$ cat config.mk
export PLATFORM = sky130hd
export DESIGN_NAME = cam_mode_ctrl_flat
export DESIGN_NICKNAME = d
export VERILOG_FILES = /design/src/rtl/cam_mode_ctrl_if.sv /design/src/rtl/cam_mode_ctrl.sv /design/src/flat_wrapper.sv
export SDC_FILE = /design/constraint.sdc
export NUM_CORES = 1
export LEC_CHECK = 0
export CORE_MARGIN = 10
export CORE_UTILIZATION = 47
export CTS_BUF_LIST = sky130_fd_sc_hd__clkbuf_8
export CTS_CLUSTER_DIAMETER = 50
export DETAILED_ROUTE_END_ITERATION = 6
export GPL_ROUTABILITY_DRIVEN = 0
export MAX_ROUTING_LAYER = met4
export PLACE_DENSITY = 0.85
export SYNTH_ARGS = -nofsm -noshare
export SYNTH_HDL_FRONTEND = slang
export SYNTH_SLANG_ARGS = --single-unit
export TNS_END_PERCENT = 50
$ cat constraint.sdc
create_clock -name clk -period 3.99 [get_ports clk]
set_clock_uncertainty 0.05 [all_clocks]
set_input_delay 0.798 -clock clk [delete_from_list [all_inputs] [get_ports clk]]
set_output_delay 0.798 -clock clk [all_outputs]
set_load 0.05 [all_outputs]
$ cat src/rtl/cam_mode_ctrl_if.sv
// SCCB write request channel between the mode controller and the SCCB master.
// The controller drives req/addr/data; the master answers with a one-cycle ack.
interface cam_mode_ctrl_if;
    logic       sccb_req;
    logic       sccb_ack;
    logic [7:0] sccb_addr;
    logic [7:0] sccb_data;

    modport master (
        output sccb_req,
        output sccb_addr,
        output sccb_data,
        input  sccb_ack
    );

    modport slave (
        input  sccb_req,
        input  sccb_addr,
        input  sccb_data,
        output sccb_ack
    );
endinterface

$ cat src/rtl/cam_mode_ctrl.sv
// Steps the OV7670 output format on each button pulse by writing COM7/COM15,
// then publishes the new mode once both SCCB writes are acknowledged.
module cam_mode_ctrl #(
    parameter int NUM_MODES = 3
) (
    input  logic                   clk,
    input  logic                   rst,
    input  logic                   pulse_next,
    cam_mode_ctrl_if.master        sccb,
    output logic                   busy,
    output logic [1:0]             mode
);

    localparam logic [7:0] ADDR_COM7  = 8'h12;
    localparam logic [7:0] ADDR_COM15 = 8'h40;
    localparam logic [1:0] LAST_MODE  = 2'(NUM_MODES - 1);

    typedef enum logic [2:0] {
        IDLE,
        W1,
        GAP,
        W2,
        DONE
    } state_t;

    state_t     state;
    state_t     state_nxt;
    logic [1:0] target;
    logic [1:0] target_nxt;
    logic       pend;

    function automatic logic [1:0] step_mode(input logic [1:0] m);
        return (m == LAST_MODE) ? 2'd0 : m + 2'd1;
    endfunction

    function automatic logic [7:0] com7_val(input logic [1:0] m);
        case (m)
            2'd1:    return 8'h00;
            2'd2:    return 8'h06;
            default: return 8'h04;
        endcase
    endfunction

    function automatic logic [7:0] com15_val(input logic [1:0] m);
        case (m)
            2'd1:    return 8'hC0;
            default: return 8'hD0;
        endcase
    endfunction

    // A chained sequence steps from the mode just committed in DONE.
    assign target_nxt = (state == DONE) ? step_mode(target)
                                        : step_mode(mode);

    // State register.
    always_ff @(posedge clk) begin
        if (rst) state <= IDLE;
        else     state <= state_nxt;
    end

    // Next-state logic; acks outside W1/W2 are ignored.
    always_comb begin
        state_nxt = state;
        case (state)
            IDLE: if (pulse_next || pend) state_nxt = W1;
            W1:   if (sccb.sccb_ack)      state_nxt = GAP;
            GAP:                          state_nxt = W2;
            W2:   if (sccb.sccb_ack)      state_nxt = DONE;
            DONE: state_nxt = pend ? W1 : IDLE;
            default:                      state_nxt = IDLE;
        endcase
    end

    // Outputs decoded from state.
    always_comb begin
        busy          = (state != IDLE);
        sccb.sccb_req = (state == W1) || (state == W2);
    end

    // Mode, target, pending-step flag and the registered SCCB address/data.
    always_ff @(posedge clk) begin
        if (rst) begin
            mode           <= 2'd0;
            target         <= 2'd0;
            pend           <= 1'b0;
            sccb.sccb_addr <= 8'h00;
            sccb.sccb_data <= 8'h00;
        end else begin
            case (state)
                IDLE:    pend <= 1'b0;
                DONE:    pend <= pulse_next;
                default: if (pulse_next) pend <= 1'b1;
            endcase
            if (state_nxt == W1 && state != W1) begin
                target         <= target_nxt;
                sccb.sccb_addr <= ADDR_COM7;
                sccb.sccb_data <= com7_val(target_nxt);
            end
            if (state == GAP) begin
                sccb.sccb_addr <= ADDR_COM15;
                sccb.sccb_data <= com15_val(target);
            end
            if (state == DONE) mode <= target;
        end
    end

endmodule

$ cat src/flat_wrapper.sv
// flat-port wrapper written by rule: the top's interface ports become plain ports
module cam_mode_ctrl_flat 
#(
    parameter int NUM_MODES = 3
)
  (clk, rst, pulse_next, busy, mode, sccb_sccb_req, sccb_sccb_addr, sccb_sccb_data, sccb_sccb_ack);
  cam_mode_ctrl_if sccb_i ();
  input  logic clk;
  input  logic rst;
  input  logic pulse_next;
  output logic busy;
  output logic [1:0] mode;
  output wire logic [$bits(sccb_i.sccb_req)-1:0] sccb_sccb_req;
  output wire logic [$bits(sccb_i.sccb_addr)-1:0] sccb_sccb_addr;
  output wire logic [$bits(sccb_i.sccb_data)-1:0] sccb_sccb_data;
  input wire logic [$bits(sccb_i.sccb_ack)-1:0] sccb_sccb_ack;
  assign sccb_sccb_req = sccb_i.sccb_req;
  assign sccb_sccb_addr = sccb_i.sccb_addr;
  assign sccb_sccb_data = sccb_i.sccb_data;
  assign sccb_i.sccb_ack = sccb_sccb_ack;
  cam_mode_ctrl #(.NUM_MODES(NUM_MODES)) u_core (.clk(clk), .rst(rst), .pulse_next(pulse_next), .sccb(sccb_i), .busy(busy), .mode(mode));
endmodule
# == Word-level counts from Yosys, hierarchy flattened ==
# Index checks and enable logic that the tools add are counted.
# totals
register_bits,18
in_bits,4
output_inout_bits,20
wordCells,44
# op_classes
add_sub_neg,2
n_eq_ne,11
mux,16
reduce_logical,8
# ops
cell,n
8-bit 2-to-1 mux,2
3-bit case mux with 5 select lines,1
7-bit 2-to-1 mux,2
3-bit 2-to-1 mux,3
"2-bit equality test, second input constant",3
"3-bit by 1-bit equality test with 1-bit output, second input constant",2
"3-bit by 2-bit equality test with 1-bit output, second input constant",2
2-bit 2-to-1 mux,3
3-bit case mux with 2 select lines,1
3-bit nonzero test,2
5-bit 2-to-1 mux,1
"2-bit by 1-bit adder with 2-bit output, second input constant",2
"2-bit by 1-bit equality test with 1-bit output, second input constant",2
"3-bit equality test, second input constant",1
3-bit logical NOT,1
"3-bit by 1-bit inequality test with 1-bit output, second input constant",1
1-bit logical OR,2
1-bit 2-to-1 mux,2
1-bit case mux with 2 select lines,1
2-bit nonzero test,1
2-bit OR reduction,1
1-bit logical AND,1

# == Logic depth before layout (Yosys ltp) ==
# depth
ltp_word,7
mapped_depth,4

# == Worst setup path before layout ==
# OpenSTA, ideal clock, no wires.
# synth_path
path_type,reg-to-output
startpoint,reg u_core.state[2]
endpoint,out busy
arrival_ns,0.993
path_slack_ns,2.149
stages_incl_launch_ff,2
path_buffers,0
path_cell_list,dfxtp_1 or3_2
# synth_between
elab_chain_len,1
# synth_rtl
element,line,source
from (decl),cam_mode_ctrl.sv:26,state_t state;
from (signal assigned),cam_mode_ctrl.sv:58,else state <= state_nxt;
3-bit nonzero test,cam_mode_ctrl.sv:76,busy = (state != IDLE);
to (decl),flat_wrapper.sv:11,output logic busy;
# Every way passes these cells.

# == Final worst setup path ==
# Ends and elaborated chain as after synthesis.

==> impl_metrics.tcl <==
set metrics [dict create \
    yosys.area_share.simple 0.267 \
    port_buffers 15 \
    syn_to_final_growth_pct 22.8 \
    num_vias 496 \
    synthAdderAreaFrac 0 \
    clock_path_buffers 2 \
    root_buffer "clkbuf_8" \
    diodes 0 \
    use_met2 0.121 \
    ant_nets 0 \
    holdWs_ns 0.444 \
    cts_setup_buffers 0 \
    postCtsHoldBufs 0 \
    ir_drop_mv 0.242 \
    synth_cells 70 \
    antenna_found_initial 0 \
    rows 13 \
    slowest_delay_ns 0.72 \
    holdPathStages 1 \
    path_cells "or3_2 > clkdlybuf4s50_1" \
    hold_end "u_core.sccb.sccb_addr[1]$_SDFFE_PP0P_" \
    insertion_delay_ns 0.24 \
    synth-compound-area-share 0.149 \
    synth_top_family_by_area "simple AND/OR/NAND/NOR gates" \
    routed_wl_mm 1.34 \
    hold_path_class "reg2reg" \
    grtUsageTotal 0.0839 \
    dr.pass1.iters 4 \
    required_ns 3.14 \
    relSlewSlack 0.539 \
    use_met1 0.0874 \
    grt_pass1_vias 441 \
    critPathBufInv 1 \
    yosysWarningCount 0 \
    mostFrequentLayoutCell "clkdlybuf4s50_1" \
    syn_area_um2 637 \
    die_w_um 56.8 \
    start_kind "flip-flop" \
    yosysUniqueCellTypes 28 \
    drt_iter0_markers 8 \
    core_region_area_um2 1280 \
    setup_viol 0 \
    min_from "u_core.sccb.sccb_addr[1]$_SDFFE_PP0P_" \
    r2r-start "u_core.state[1]$_SDFF_PP0_" \
    die-area_um2 3230 \
    crit_family "buffers and inverters" \
    drive_gt1_frac 0.143 \
    cp_max_fo 9 \
    crit_slowest_cell "clkdlybuf4s50_1" \
    met3_usage 0.0337 \
    rr_worst_depth 3 \
    post_cts_resized 0 \
    slew_violations 0 \
    rsz0062_at_grt "false" \
    drc 0 \
    ys_seq_area_frac 0.409 \
    syn_avg_cell_area_um2 9.10 \
    worstSetupStartpoint "u_core.state[2]$_SDFF_PP0_" \
    crit_path_end_kind "primary output" \
    wl_per_cell_um 13.5 \
    cts_made_buffers 3 \
    crit_type "reg2out" \
    grt_busiest_layer "met2" \
    clock_sinks 13 \
    run_status "finished clean" \
    grt_overflow_total 0 \
    place_inst 95 \
    via_per_inst 5.01 \
    clk_pin_slew_ns 0.05 \
    synthXorXnorAreaFrac 0.0138 \
    cts_tree "built" \
    die_y_um 56.8 \
    r2r_setup_slack_ns 2.37 \
    final_cells 99 \
    arrival_ns 1.86 \
    period_minus_slack_ns 2.70 \
    cellPowerDensity_nw_per_um2 534 \
    setup_ws_ns 1.29 \
    cap_violations 0 \
    synth.area.mux_share 0 \
    fmax_mhz 370 \
    post-route-period-util 0.678 \
    r2r-end "u_core.sccb.sccb_data[4]$_SDFFE_PP0P_" \
    tns_ns 0 \
    leakagePower_nw 0.302 \
    dp_hpwl_um 992 \
    worst_pin_slew_ns 0.690 \
    ys_seq_elements 13 \
    pre_cts_slack_ns 1.55 \
    grt_max_degree 13 \
    grt_pass1_wl_mm 2.08 \
    nFillCells 122 \
    ioPinCount 24 \
    h-tree-depth 1 \
    initial_core_util 0.496 \
    finalHoldViolCount 0 \
    final_cell_mix "clkdlybuf4s50_1, dfxtp_1, conb_1" \
    nets 89 \
]
==> layer usage <==
metal,vias up,wire length [um]
met5,-,0
met4,0,22
met3,2,71
met2,10,633
met1,230,609
li1,254,-
==> power by group <==
part	switching (mW)	leakage [nW]	internal, mW
sequential	0.0154	0.106	0.144
clock	0.0460	0.0269	0.0678
combinational	0.0991	0.169	0.0457
total	0.160	0.302	0.257
==> registers in the layout, indices dropped and copies added, names as in the netlist <==
name and cells:
u_core.mode 2, u_core.pend 1, u_core.sccb.sccb_addr 2, u_core.sccb.sccb_data 3, u_core.state 3, u_core.target 2
==> area by class of cell <==
| type | instances | area (um2) | area share |
|---|---|---|---|
| clock inverter | 1 | 3.75 | 0.00480 |
| timing repair buffer | 15 | 150 | 0.192 |
| clock buffer | 3 | 41.3 | 0.0528 |
| inverter | 1 | 3.75 | 0.00480 |
| sequential | 13 | 260 | 0.333 |
| multi-input combinational | 51 | 304 | 0.389 |
| tap | 15 | 18.8 | 0.0240 |
==> cells by family (layout without fill, tap and decap cells) <==
| logic type | after synthesis | count (layout) |
|---|---|---|
| AOI/OAI and AO/OA | 13 | 13 |
| xor gates and xnor gates | 1 | 1 |
| buffers and inverters | 13 | 20 |
| DFF | 13 | 13 |
| other | 1 | 8 |
| and+or+nand+nor | 29 | 29 |
==> worst max path at each step <==
| stage | end | slack [ns] | cells past startpoint |
|---|---|---|---|
| 6_report | busy | 1.29 | 2 |
| 5_1_grt | busy | 1.24 | 2 |
| 4_1_cts | busy | 1.28 | 2 |
| 3_5_place_dp | busy | 1.55 | 2 |
| 3_3_place_gp | busy | 1.57 | 2 |
| 2_1_floorplan | busy | 2.15 | 1 |
==> synth_stat cells <==
| library cell | count | area (um2) |
|---|---|---|
| nor2_1 | 7 | 26.3 |
| dfxtp_1 | 13 | 260 |
| a221oi_1 | 1 | 8.76 |
| o21ai_1 | 1 | 5.00 |
| nor2b_2 | 1 | 8.76 |
| nor4b_1 | 1 | 8.76 |
| and2_1 | 1 | 6.26 |
| inv_1 | 1 | 3.75 |
| a211oi_1 | 1 | 7.51 |
| a221oi_2 | 1 | 15.0 |
| buf_4 | 11 | 82.6 |
| a21oi_1 | 4 | 20.0 |
| nor3_1 | 5 | 25.0 |
| dlymetal6s2s_1 | 1 | 12.5 |
| a22oi_1 | 1 | 7.51 |
| nand2_1 | 6 | 22.5 |
| or2_2 | 1 | 6.26 |
| nor2_2 | 1 | 6.26 |
| o21a_1 | 3 | 22.5 |
| conb_1 | 1 | 3.75 |
| or3b_4 | 1 | 11.3 |
| a311oi_1 | 1 | 8.76 |
| nor3b_1 | 1 | 7.51 |
| nor3b_2 | 1 | 12.5 |
| and2b_2 | 1 | 8.76 |
| nor4_2 | 1 | 12.5 |
| or3_2 | 1 | 7.51 |
| xor2_1 | 1 | 8.76 |
==> stage by stage <==
stage | cell area (um2) | utilization | power, mW
after global routing | 782 | 0.609 | 0.437
after floorplan | 663 | - | 0.278
after detailed placement | 737 | 0.574 | 0.306
after global placement | 737 | 0.574 | 0.304
final | 782 | 0.609 | 0.418
after CTS | 782 | 0.609 | 0.420
Note: power is estimated with default switching activity, not from simulation.
